## config.mk

```make
export PLATFORM = sky130hd
export DESIGN_NAME = obi_mem_arbiter
export DESIGN_NICKNAME = d
export VERILOG_FILES = /design/src/rtl/obi_mem_arbiter.sv
export SDC_FILE = /design/constraint.sdc
export NUM_CORES = 1
export LEC_CHECK = 0
export ABC_AREA = 1
export CAP_MARGIN = 10
export CORE_AREA = 3 3 121 123
export CTS_CLUSTER_DIAMETER = 60
export CTS_CLUSTER_SIZE = 14
export DETAILED_ROUTE_END_ITERATION = 8
export DIE_AREA = 0 0 124 126
export SLEW_MARGIN = 10
export SYNTH_ARGS = -nofsm -noshare
export SYNTH_HDL_FRONTEND = slang
export SYNTH_SLANG_ARGS = --single-unit
```

## constraint.sdc

```tcl
create_clock -name clk_i -period 2.01 [get_ports clk_i]
set_clock_uncertainty 0.05 [all_clocks]
set_input_delay 0.603 -clock clk_i [delete_from_list [all_inputs] [get_ports clk_i]]
set_output_delay 0.603 -clock clk_i [all_outputs]
set_load 0.01 [all_outputs]
```

## src/rtl/obi_mem_arbiter.sv

```systemverilog
// rtl/obi_mem_arbiter.sv - two-port OBI request merger with round-robin arbitration and in-order response routing
`timescale 1ns/1ps

module obi_mem_arbiter #(
  parameter int unsigned MAX_OUTSTANDING = 4
) (
  input  logic        clk_i,
  input  logic        rst_ni,
  // instruction-cache refill port
  input  logic        instr_req,
  output logic        instr_gnt,
  input  logic [31:0] instr_addr,
  input  logic        instr_we,
  input  logic [3:0]  instr_be,
  input  logic [31:0] instr_wdata,
  output logic        instr_rvalid,
  output logic [31:0] instr_rdata,
  // data-cache refill/writeback port
  input  logic        data_req,
  output logic        data_gnt,
  input  logic [31:0] data_addr,
  input  logic        data_we,
  input  logic [3:0]  data_be,
  input  logic [31:0] data_wdata,
  output logic        data_rvalid,
  output logic [31:0] data_rdata,
  // merged host bus port
  output logic        mem_req,
  input  logic        mem_gnt,
  output logic [31:0] mem_addr,
  output logic        mem_we,
  output logic [3:0]  mem_be,
  output logic [31:0] mem_wdata,
  input  logic        mem_rvalid,
  input  logic [31:0] mem_rdata,
  output logic        busy_o,
  output logic        err_o
);

  localparam int PW = (MAX_OUTSTANDING > 1) ? $clog2(MAX_OUTSTANDING) : 1;
  localparam int CW = $clog2(MAX_OUTSTANDING + 1);

  logic                       rr_q;
  logic                       lock_q;
  logic                       lock_src_q;
  logic [MAX_OUTSTANDING-1:0] route_q;
  logic [PW-1:0]              wptr_q;
  logic [PW-1:0]              rptr_q;
  logic [CW-1:0]              count_q;
  logic                       err_q;

  logic sel;
  logic sel_req;
  logic full;
  logic empty;
  logic handshake;
  logic pop;
  logic head;

  // A stalled request stays locked to its port so OBI address/data remain stable.
  always_comb begin
    sel = rr_q;
    if (lock_q) begin
      sel = lock_src_q;
    end else if (instr_req && !data_req) begin
      sel = 1'b0;
    end else if (data_req && !instr_req) begin
      sel = 1'b1;
    end
  end

  assign full      = (count_q == CW'(MAX_OUTSTANDING));
  assign empty     = (count_q == '0);
  assign sel_req   = sel ? data_req : instr_req;
  assign mem_req   = sel_req && !full;
  assign handshake = mem_req && mem_gnt;

  assign mem_addr  = sel ? data_addr  : instr_addr;
  assign mem_we    = sel ? data_we    : instr_we;
  assign mem_be    = sel ? data_be    : instr_be;
  assign mem_wdata = sel ? data_wdata : instr_wdata;

  assign instr_gnt = !sel && mem_req && mem_gnt;
  assign data_gnt  =  sel && mem_req && mem_gnt;

  assign head         = route_q[rptr_q];
  assign pop          = mem_rvalid && !empty;
  assign instr_rvalid = pop && !head;
  assign data_rvalid  = pop &&  head;
  assign instr_rdata  = mem_rdata;
  assign data_rdata   = mem_rdata;

  assign busy_o = (count_q != '0);
  assign err_o  = err_q;

  always_ff @(posedge clk_i or negedge rst_ni) begin
    if (!rst_ni) begin
      rr_q       <= 1'b0;
      lock_q     <= 1'b0;
      lock_src_q <= 1'b0;
      route_q    <= '0;
      wptr_q     <= '0;
      rptr_q     <= '0;
      count_q    <= '0;
      err_q      <= 1'b0;
    end else begin
      if (handshake) begin
        route_q[wptr_q] <= sel;
        wptr_q          <= wptr_q + PW'(1);
        rr_q            <= ~sel;
        lock_q          <= 1'b0;
      end else if (mem_req) begin
        lock_q     <= 1'b1;
        lock_src_q <= sel;
      end
      if (pop) begin
        rptr_q <= rptr_q + PW'(1);
      end
      case ({handshake, pop})
        2'b10:   count_q <= count_q + CW'(1);
        2'b01:   count_q <= count_q - CW'(1);
        default: count_q <= count_q;
      endcase
      // A response with nothing outstanding is dropped and flagged until reset.
      if (mem_rvalid && empty) begin
        err_q <= 1'b1;
      end
    end
  end

endmodule

```

==> flow_summary.json <==
{
  "worstSetupPathType": "input pin to output pin",
  "total_power_uw": 8150,
  "synth-async-reset-ratio": 1.00,
  "endpoint_kind": "output pin",
  "rows": 43,
  "wl_per_cell_um": 15.2,
  "core_area_um2": 13800,
  "clk_latency_ns": 0.24,
  "cts_tree": "yes",
  "crit_chain": "buf_8 > a21oi_4 > nand2_4 > nand2_8 > buf_12 > buf_16 > buf_12 > nand2_2 > nand2_1 > buf_2",
  "grt_pass1_wl_um": 16500,
  "top_layer": "met4",
  "clk_pin_slew_ns": 0.05,
  "place_congestion": 0.818,
  "grt_util_all_layers": 0.136,
  "layout-drive-gt1-share": 0.496,
  "place_area_um2": 4340,
  "pwr-share-seq": 0.068,
  "crit_top_cell": "buf_12",
  "cts_root_buf": "clkbuf_16",
  "ys_types": 27,
  "status": "finished, violations left",
  "antenna_left": 0,
  "die-height_um": 126,
  "cts_buffers": 3,
  "max_stage_delay_ns": 0.15,
  "irDropWorstVdd_mv": 0.822,
  "die_area_um2": 15600,
  "hp-class": "register to register",
  "max-cap-violations": 0,
  "switchingPower_uw": 3590,
  "final-hold-violation-count": 0,
  "drv_slew": 0,
  "drc": 0,
  "final_cell_area_um2": 5540,
  "antenna_found_initial": 0,
  "power_leakage_uw": 0.00272,
  "wl_met3_um": 1330,
  "synth.cell_area_um2": 2310,
  "wl_met2_um": 6050,
  "dpl_worst_slack_ns": -1.19,
  "vias_per_cell": 3.99,
  "hold_ws_ns": 0.432,
  "finalCritPeriodShare": 1.16,
  "tightestPinTransition_ns": 0.232,
  "grt_max_degree": 16,
  "initial_core_util": 0.168,
  "internal_power_uw": 4560,
  "synthCells": 389,
  "max_freq_ghz": 0.430,
  "critPathLaunchType": "input pin",
  "die-width_um": 124,
  "rsz0062_at_grt": "yes",
  "grt_pass1_vias": 3295,
  "cp.required_ns": 1.36,
  "clockPowerShare": 0.047,
  "io_buffers": 219,
  "io_pins": 316,
  "power_density_nw_per_um2": 1470,
  "cts_max_level": 1,
  "arrival_ns": 1.67,
  "period_minus_slack_ns": 2.33,
  "mostFrequentLayoutCell": "clkdlybuf4s50_1",
  "wl_met1_um": 4030,
  "gr-total-overflow": 0,
  "setup_violations": 74,
  "hold_path.startpoint": "err_o",
  "wl_um": 11800,
  "share_comb_of_total_power": 0.885,
  "rr_startpoint": "lock_q",
  "layout.nets": 782,
  "syn-num-nets": 571,
  "synth_edf_count": 0,
  "critPathLaunch": "instr_req",
  "switching_share": 0.440,
  "drt_iter0_drc": 55,
  "max_slew_margin": 0.845,
  "yosysSeqAreaShare": 0.162,
  "cts_hold_buf": 0,
  "worstPathMaxFanout": 6,
  "fill_cells": 1389,
  "ys_warn_count": 0,
  "worst_slack_ns": -0.317,
  "first_pass_iters": 4,
  "cts_max_path_buffers": 2,
  "cts_sinks": 15,
  "layout_common_cells": "clkdlybuf4s50_1 (141), nand2_1 (107), nand2_2 (93), buf_6 (47), buf_2 (37)",
  "avgSynthCellArea_um2": 5.94,
  "num_vias": 3105,
  "hpwl_um": 7800,
  "area_growth_pct": 140,
  "violations": "negative setup slack",
  "insertedDiodeCount": 0,
  "ys_ff_latch": 15,
  "synth_ff_type": "dfrtp_1",
  "cp_slowest_cell": "a21oi_4"
}
[worst paths after layout]
kind,endpoint,slack [ns],cells after the start
min in group asynchronous,count_q[0],0.62,2
hold reg to reg,err_o,0.43,1
max in group asynchronous,route_q[3],1.10,2
setup reg to reg,count_q[2],-0.28,14
hold / removal,err_o,0.43,1
setup / recovery,mem_wdata[9],-0.32,10
[layout make-up]
| cell class | count | area (µm²) | area share |
|---|---|---|---|
| Timing Repair Buffer | 286 | 3000 | 0.540 |
| Sequential cell | 15 | 375 | 0.0677 |
| Clock buffer | 4 | 78.8 | 0.0142 |
| Inverter | 18 | 82.6 | 0.0149 |
| Tap cell | 180 | 225 | 0.0406 |
| Multi-Input combinational cell | 276 | 1790 | 0.322 |
[timing repair]
action                     4_1_cts  5_1_grt
setup endpoints to repair       85       78
pin swaps                       30       28
setup buffers                   21        7
resized for setup              434      143
gates cloned                    12        1
[Yosys cell counts, types with 3 or more instances]
| library cell | count | area share |
|---|---|---|
| nand2_2 | 3 | 0.0081 |
| buf_6 | 12 | 0.058 |
| dfrtp_1 | 15 | 0.16 |
| o21ai_0 | 4 | 0.0087 |
| inv_1 | 15 | 0.024 |
| nand2_1 | 232 | 0.38 |
| ha_1 | 5 | 0.027 |
| nor2_1 | 5 | 0.0081 |
| nand3_1 | 6 | 0.013 |
| inv_2 | 3 | 0.0049 |
| nand4_1 | 4 | 0.011 |
| buf_4 | 66 | 0.21 |
[flip-flops by register name, summed over array words and instances (netlist names)]
register and flops:
lock_src_q 1, rr_q 1, wptr_q 2, lock_q 1, route_q 4, err_o 1
rptr_q 2, count_q 3
[metal layers]
metal  global-route usage  vias to the layer above
met5                    0                        -
met4               0.0503                        0
met3               0.0436                       42
met2                0.254                      171
met1                0.138                     1360
li1                     -                     1532
[power groups by stage]
| stage | sequential, µW | clock (µW) | combinational [µW] |
|---|---|---|---|
| global placement | 536 | 0 | 4570 |
| global route | 569 | 409 | 7760 |
| floorplan | 520 | 0 | 2510 |
| detailed placement | 543 | 0 | 4640 |
| finish | 551 | 386 | 7220 |
| CTS | 539 | 401 | 6350 |
[stage by stage]
step | instances | util | TNS (ns)
3_3_place_gp | 737 | 0.315 | -84.25
2_1_floorplan | 389 | - | -0.320
5_1_grt | 779 | 0.402 | -23.99
3_5_place_dp | 737 | 0.315 | -86.74
6_report | 779 | 0.402 | -20.10
4_1_cts | 774 | 0.361 | -24.25
[kinds of logic after synthesis]
logic type / synth area share
flops: 0.162
buf+inv: 0.313
simple gates: 0.446
xor+xnor: 0.0114
fa+ha+maj: 0.0357
compound gates: 0.0314
[critical path: cells and delay by family]
| kind | cells | cell delay (ns) |
|---|---|---|
| simple gates | 4 | 0.32 |
| buf+inv | 5 | 0.59 |
| compound gates | 1 | 0.15 |
(Power assumes the default switching activity.)
